$ cat src/rtl/pipe_ctrl.sv
`default_nettype none
// ============================================================================
// Module   : pipe_ctrl
// Purpose  : Generic N-stage in-order pipeline sequencer. Drives stage enables
//            and load strobes, owns the fetch PC, handles redirects from the
//            flush stage and stalls issue on RAW/WAW hazards through a
//            one-bit-per-register pending scoreboard.
// Revision : 1.0 - initial release
// ============================================================================
module pipe_ctrl #(
  parameter int                 N_STAGES       = 4,
  parameter int                 M_WIDTH        = 32,
  parameter int                 REG_CNT        = 32,
  parameter int                 REG_ADDR_WIDTH = $clog2(REG_CNT),
  parameter int                 ISSUE_STAGE    = 2,
  parameter int                 FLUSH_STAGE    = 2,
  parameter int                 INST_BYTES     = 4,
  parameter logic [M_WIDTH-1:0] RESET_PC       = '0
) (
  input  logic                      clk,
  input  logic                      rst,
  input  logic [N_STAGES-1:0]       stage_ready,
  output logic [N_STAGES-1:0]       stage_en,
  output logic [N_STAGES-1:0]       stage_load,
  output logic [M_WIDTH-1:0]        pc,
  input  logic [REG_ADDR_WIDTH-1:0] issue_rs1,
  input  logic [REG_ADDR_WIDTH-1:0] issue_rs2,
  input  logic [1:0]                issue_rs_used,
  input  logic [REG_ADDR_WIDTH-1:0] issue_rd,
  input  logic                      issue_rd_wr,
  input  logic [REG_ADDR_WIDTH-1:0] retire_rd,
  input  logic                      retire_wr,
  input  logic                      flush,
  input  logic [M_WIDTH-1:0]        flush_pc,
  output logic                      hazard_stall
);

  // Reject stage configurations where the flush point lies outside the
  // fetch..issue window; the kill and hazard logic rely on that ordering.
  if (!(FLUSH_STAGE >= 1 && FLUSH_STAGE <= ISSUE_STAGE && ISSUE_STAGE < N_STAGES)) begin : g_bad_cfg
    $error("pipe_ctrl: require 1 <= FLUSH_STAGE <= ISSUE_STAGE < N_STAGES");
  end

  logic [N_STAGES-1:0] stage_en_q, stage_en_d;
  logic [M_WIDTH-1:0]  pc_q, pc_d;
  logic [REG_CNT-1:0]  pending_q, pending_d;

  logic [N_STAGES-1:0] st_complete;
  logic                fetch_idle;
  logic [N_STAGES-1:0] load_raw;
  logic [N_STAGES-1:0] load;
  logic [REG_CNT-1:0]  pend_eff;
  logic                retire_ev;
  logic                hazard;
  logic                flush_take;

  // Per-stage status decode from {en, ready}
  always_comb begin
    st_complete = stage_en_q & stage_ready;
    fetch_idle  = !stage_en_q[0] && !stage_ready[0];
    retire_ev   = rst && st_complete[N_STAGES-1] && retire_wr && (retire_rd != '0);
  end

  // Effective pending view: a same-cycle retire releases its register early
  always_comb begin
    pend_eff = pending_q;
    if (retire_ev) begin
      pend_eff[retire_rd] = 1'b0;
    end
    pend_eff[0] = 1'b0;
  end

  // Issue hazard check on the instruction waiting in the stage before issue
  always_comb begin
    hazard = rst && st_complete[ISSUE_STAGE-1] &&
             ((issue_rs_used[0] && pend_eff[issue_rs1]) ||
              (issue_rs_used[1] && pend_eff[issue_rs2]) ||
              (issue_rd_wr      && pend_eff[issue_rd]));
  end

  // Load strobes before the flush kill is applied
  always_comb begin
    load_raw    = '0;
    load_raw[0] = rst && fetch_idle;
    for (int k = 1; k < N_STAGES; k++) begin
      load_raw[k] = rst && st_complete[k-1] && !stage_en_q[k] &&
                    !((k == ISSUE_STAGE) && hazard);
    end
  end

  // A redirect is taken only when the flushing instruction actually moves on
  if (FLUSH_STAGE == N_STAGES - 1) begin : g_flush_last
    assign flush_take = rst && flush && st_complete[FLUSH_STAGE];
  end else begin : g_flush_mid
    assign flush_take = rst && flush && st_complete[FLUSH_STAGE] && load_raw[FLUSH_STAGE+1];
  end

  // Final load strobes: younger stages hold off while a redirect is taken
  always_comb begin
    load = load_raw;
    if (flush_take) begin
      load[FLUSH_STAGE:0] = '0;
    end
  end

  // Next-state for enables, PC and scoreboard
  always_comb begin
    stage_en_d = stage_en_q;
    if (st_complete[N_STAGES-1]) begin
      stage_en_d[N_STAGES-1] = 1'b0;
    end
    for (int k = N_STAGES - 1; k >= 1; k--) begin
      if (load[k]) begin
        stage_en_d[k-1] = 1'b0;
      end
    end
    if (flush_take) begin
      stage_en_d[FLUSH_STAGE-1:0] = '0;
    end
    // A stage that both hands off and reloads ends up enabled
    for (int k = 0; k < N_STAGES; k++) begin
      if (load[k]) begin
        stage_en_d[k] = 1'b1;
      end
    end

    pc_d = pc_q;
    if (flush_take) begin
      pc_d = flush_pc;
    end else if (load[1]) begin
      pc_d = pc_q + M_WIDTH'(INST_BYTES);
    end

    // Clear before set so a same-cycle retire and reissue leaves the bit set
    pending_d = pending_q;
    if (retire_ev) begin
      pending_d[retire_rd] = 1'b0;
    end
    if (load[ISSUE_STAGE] && issue_rd_wr && (issue_rd != '0)) begin
      pending_d[issue_rd] = 1'b1;
    end
    pending_d[0] = 1'b0;
  end

  // State registers with asynchronous active-low reset
  always_ff @(posedge clk or negedge rst) begin
    if (!rst) begin
      stage_en_q <= '0;
      pc_q       <= RESET_PC;
      pending_q  <= '0;
    end else begin
      stage_en_q <= stage_en_d;
      pc_q       <= pc_d;
      pending_q  <= pending_d;
    end
  end

  assign stage_en     = stage_en_q;
  assign stage_load   = load;
  assign pc           = pc_q;
  assign hazard_stall = hazard;

endmodule
`default_nettype wire

$ cat config.mk
export PLATFORM = sky130hd
export DESIGN_NAME = pipe_ctrl
export DESIGN_NICKNAME = d
export VERILOG_FILES = /design/src/rtl/pipe_ctrl.sv
export SDC_FILE = /design/constraint.sdc
export NUM_CORES = 1
export LEC_CHECK = 0
export ABC_AREA = 0
export CAP_MARGIN = 5
export CORE_ASPECT_RATIO = 1.25
export CORE_UTILIZATION = 47
export CTS_BUF_LIST = sky130_fd_sc_hd__clkbuf_4 sky130_fd_sc_hd__clkbuf_8
export CTS_CLUSTER_DIAMETER = 50
export DETAILED_ROUTE_END_ITERATION = 10
export PLACE_DENSITY_LB_ADDON = 0.12
export REMOVE_ABC_BUFFERS = 1
export SKIP_CTS_REPAIR_TIMING = 1
export SLEW_MARGIN = 5
export SYNTH_ARGS = -nofsm -noshare
export SYNTH_HDL_FRONTEND = slang
export SYNTH_SLANG_ARGS = --single-unit
$ cat constraint.sdc
create_clock -name clk -period 4.8 [get_ports clk]
set_input_delay 1.44 -clock clk [delete_from_list [all_inputs] [get_ports clk]]
set_output_delay 1.44 -clock clk [all_outputs]
set_load 0.1 [all_outputs]
==> metrics <==
final setup vio count=2; part of the power in the clock network=11.3%; HP Start=pc[1]; Overall Power=0.00356 W; Synth cell types=65; CTS tree=done; Sw Ratio=between 50% and 60%; unrepaired setup endpoints after global routing=yes; most numerous cell in the Yosys netlist=dfrtp_1; critical path type=primary input to output pin; WL/cell=20.4 um; Int Power=0.00156 W; top cells by area, synth=dfrtp_1 (38%), nand2_1 (5.2%), nor2_1 (4.9%); ANT cells=0; Critical Path AT=3.80 ns; startpoint types=primary input; Area Growth Syn to Fin=63.3%; initial core utilization=48.5%; CORE AREA=between 0.009 and 0.01 mm^2; DR pass1 iterations=5; ys async rst share=100%; crit path from=rst; Max Slew Vio Count=0; Fin Hold WS=just over 0.5 ns; sequential share of power=26.5%; combinational share of power=62.2%; nets=809; top cell type's share of synthesized area=37.9%; WHS Endpoint=pc[1]; layout cells sized above 1=32.0%; fmax=0.191 GHz; Rel. slew slack=between 30% and 40%; utilization after layout=79.3%; later-pin clock latency in the skew report=around 0.34 ns; MaxCap Viol Count=0; area leader, netlist=dfrtp_1; Sw Pwr=0.00200 W; die extent in x=88.8 um; DIE AREA=0.00982 mm^2; Syn. warnings=0; count of state elements after synthesis=67; clock sink total=67; vias in the first global route=5085; first-pass GRT wire length=26300 um; DRC Markers=0; initial antenna violation count=1; clk_skew=0.0115 ns; row cnt=39; Leak Pwr=approximately 3 nW; DR vias=5179; I/O pin total=between 100 and 150; fillcell total=613; Hold Vio Cnt, Final=0; sequential fraction of the synthesis area=around 38%; element type at the critical path end=output pin; Final HPWL DP=12800 um; post-route setup slack=-0.440 ns; outcome=finished, violations left; worst reg2reg path depth=12; register area=0.00168 mm^2; worst hold path type=register to register; CP Max Fanout=8; H-tree levels=3; gp weighted congestion=0.996; Period minus WS final=between 5 and 6 ns; clock root buffer=clkbuf_8; Power Dens Cells=492 mW/mm^2; Via density=~5.9; RR Endpoint=pending_q[2]; TritonCTS Buffers=9; origin of the critical flop-to-flop path=stage_en[3]; synthesized netlist cell count=around 520; EDFF count, synth=0; largest net degree at the start of global routing=73; IO buf count=~100; R2R Setup Slk=1.69 ns; gr usage total=35.7%; Synth Cell Area=around 0.0044 mm^2; syn avg cell area=8.58 um^2; failing checks=setup timing; clk buf depth=2; final cycle utilization of the critical path=109%; Req. time, crit path=3.36 ns; Post-synth top flop=dfrtp_1; GRT overflow=0; Starting DRT DRC Count=444; synth cell count leaders=dfrtp_1 (67), nand2_1 (61), nor2_1 (58), a21oi_1 (37), o21ai_1 (25); Reg clk slew, reported paths=0.07 ns; area of the multi-input gates=0.00298 mm^2; WL final=~18000 um; Worst Hold Depth=1; Die Ht=111 um; Worst VDD drop=0.561 mV; Worst Tran Pin Value=approximately 1.0 ns; post-route ant nets=0
## layout make-up
| type | count | share of cell area [%] |
|---|---|---|
| clock buffer | 11 | 1.92 |
| clock inverter | 3 | 0.242 |
| inverter | 12 | 0.623 |
| multi-input combinational | 409 | 41.2 |
| sequential | 67 | 23.2 |
| tap | 123 | 2.13 |
| timing repair buffer | 246 | 30.7 |
## sequential cells by signal, indices dropped and copies added, names as in the netlist
name and flops:
pc 32, pending_q 31, stage_en 4
## cell usage in the layout (no fill, tap or decap), types with 4 or more instances in the layout
master	instances
a21oi_1	36
a31oi_1	4
and3_1	7
and4_1	4
buf_12	6
buf_4	133
buf_6	11
clkbuf_8	9
clkdlybuf4s50_1	88
dfrtp_1	67
inv_1	10
mux4_2	7
nand2_1	59
nand2b_1	5
nand3_1	24
nand3b_1	8
nand4_1	9
nor2_1	56
nor3_1	9
nor3_2	4
o211ai_1	5
o21ai_0	11
o21ai_1	25
o22ai_1	5
o31ai_1	5
o31ai_2	10
o31ai_4	16
xnor2_1	8
xor2_1	22
## logic make-up after synthesis
logic type	count (synthesis)	share of synthesized area, %
buf+inv	40	4.01
simple gates	217	24.5
compound gates	147	22.2
mux	13	5.00
xor+xnor	31	6.13
fa+ha+maj	1	0.282
flops	67	37.9
## power by group through the flow
stage	Sequential, W	Combinational [W]	Clock (W)
after global placement	0.000926	0.00211	0
after global routing	0.000968	0.00229	0.000430
after floorplan	0.00200	0.000399	0
final	0.000945	0.00221	0.000402
after detailed placement	0.000939	0.00213	0
after CTS	0.000934	0.00214	0.000404
## per-stage QoR
stage               TNS [ns]  setup slack [ns]  instance area, um^2  instances
CTS                    -1.90            -0.970                 6610        851
detailed placement     -1.85            -0.941                 6450        837
finish                -0.855            -0.440                 7230        871
global placement       -1.82            -0.916                 6450        837
floorplan              -3.29             -1.14                 4300        488
global route          -0.974            -0.502                 7230        871
## how the worst max path moves through the flow
stage                    endpoint  slack, ns  depth (start not counted)
global placement    stage_load[2]      -0.92                         12
floorplan            hazard_stall      -1.14                          7
CTS                 stage_load[2]      -0.97                         12
finish               hazard_stall      -0.44                         12
global route         hazard_stall      -0.50                         11
detailed placement  stage_load[2]      -0.94                         12
## per-layer routing
metal | up-vias | global-route usage (%) | wire, um
met5 | - | 0 | 13
met4 | 2 | 22.6 | 1210
met3 | 89 | 6.28 | 1420
met2 | 306 | 58.2 | 8710
met1 | 2421 | 42.4 | 6390
li1 | 2361 | - | -
## worst max-delay path, cell delays in order
cell      delay [ns]
buf_8           0.10
nand4_4         0.19
buf_6           0.16
buf_6           0.10
o31ai_4         0.06
buf_6           0.13
mux4_2          0.44
mux2_4          0.33
a311oi_4        0.26
o31ai_4         0.18
a21oi_4         0.20
buf_12          0.19
No activity file was read; power rests on OpenSTA's default activity.
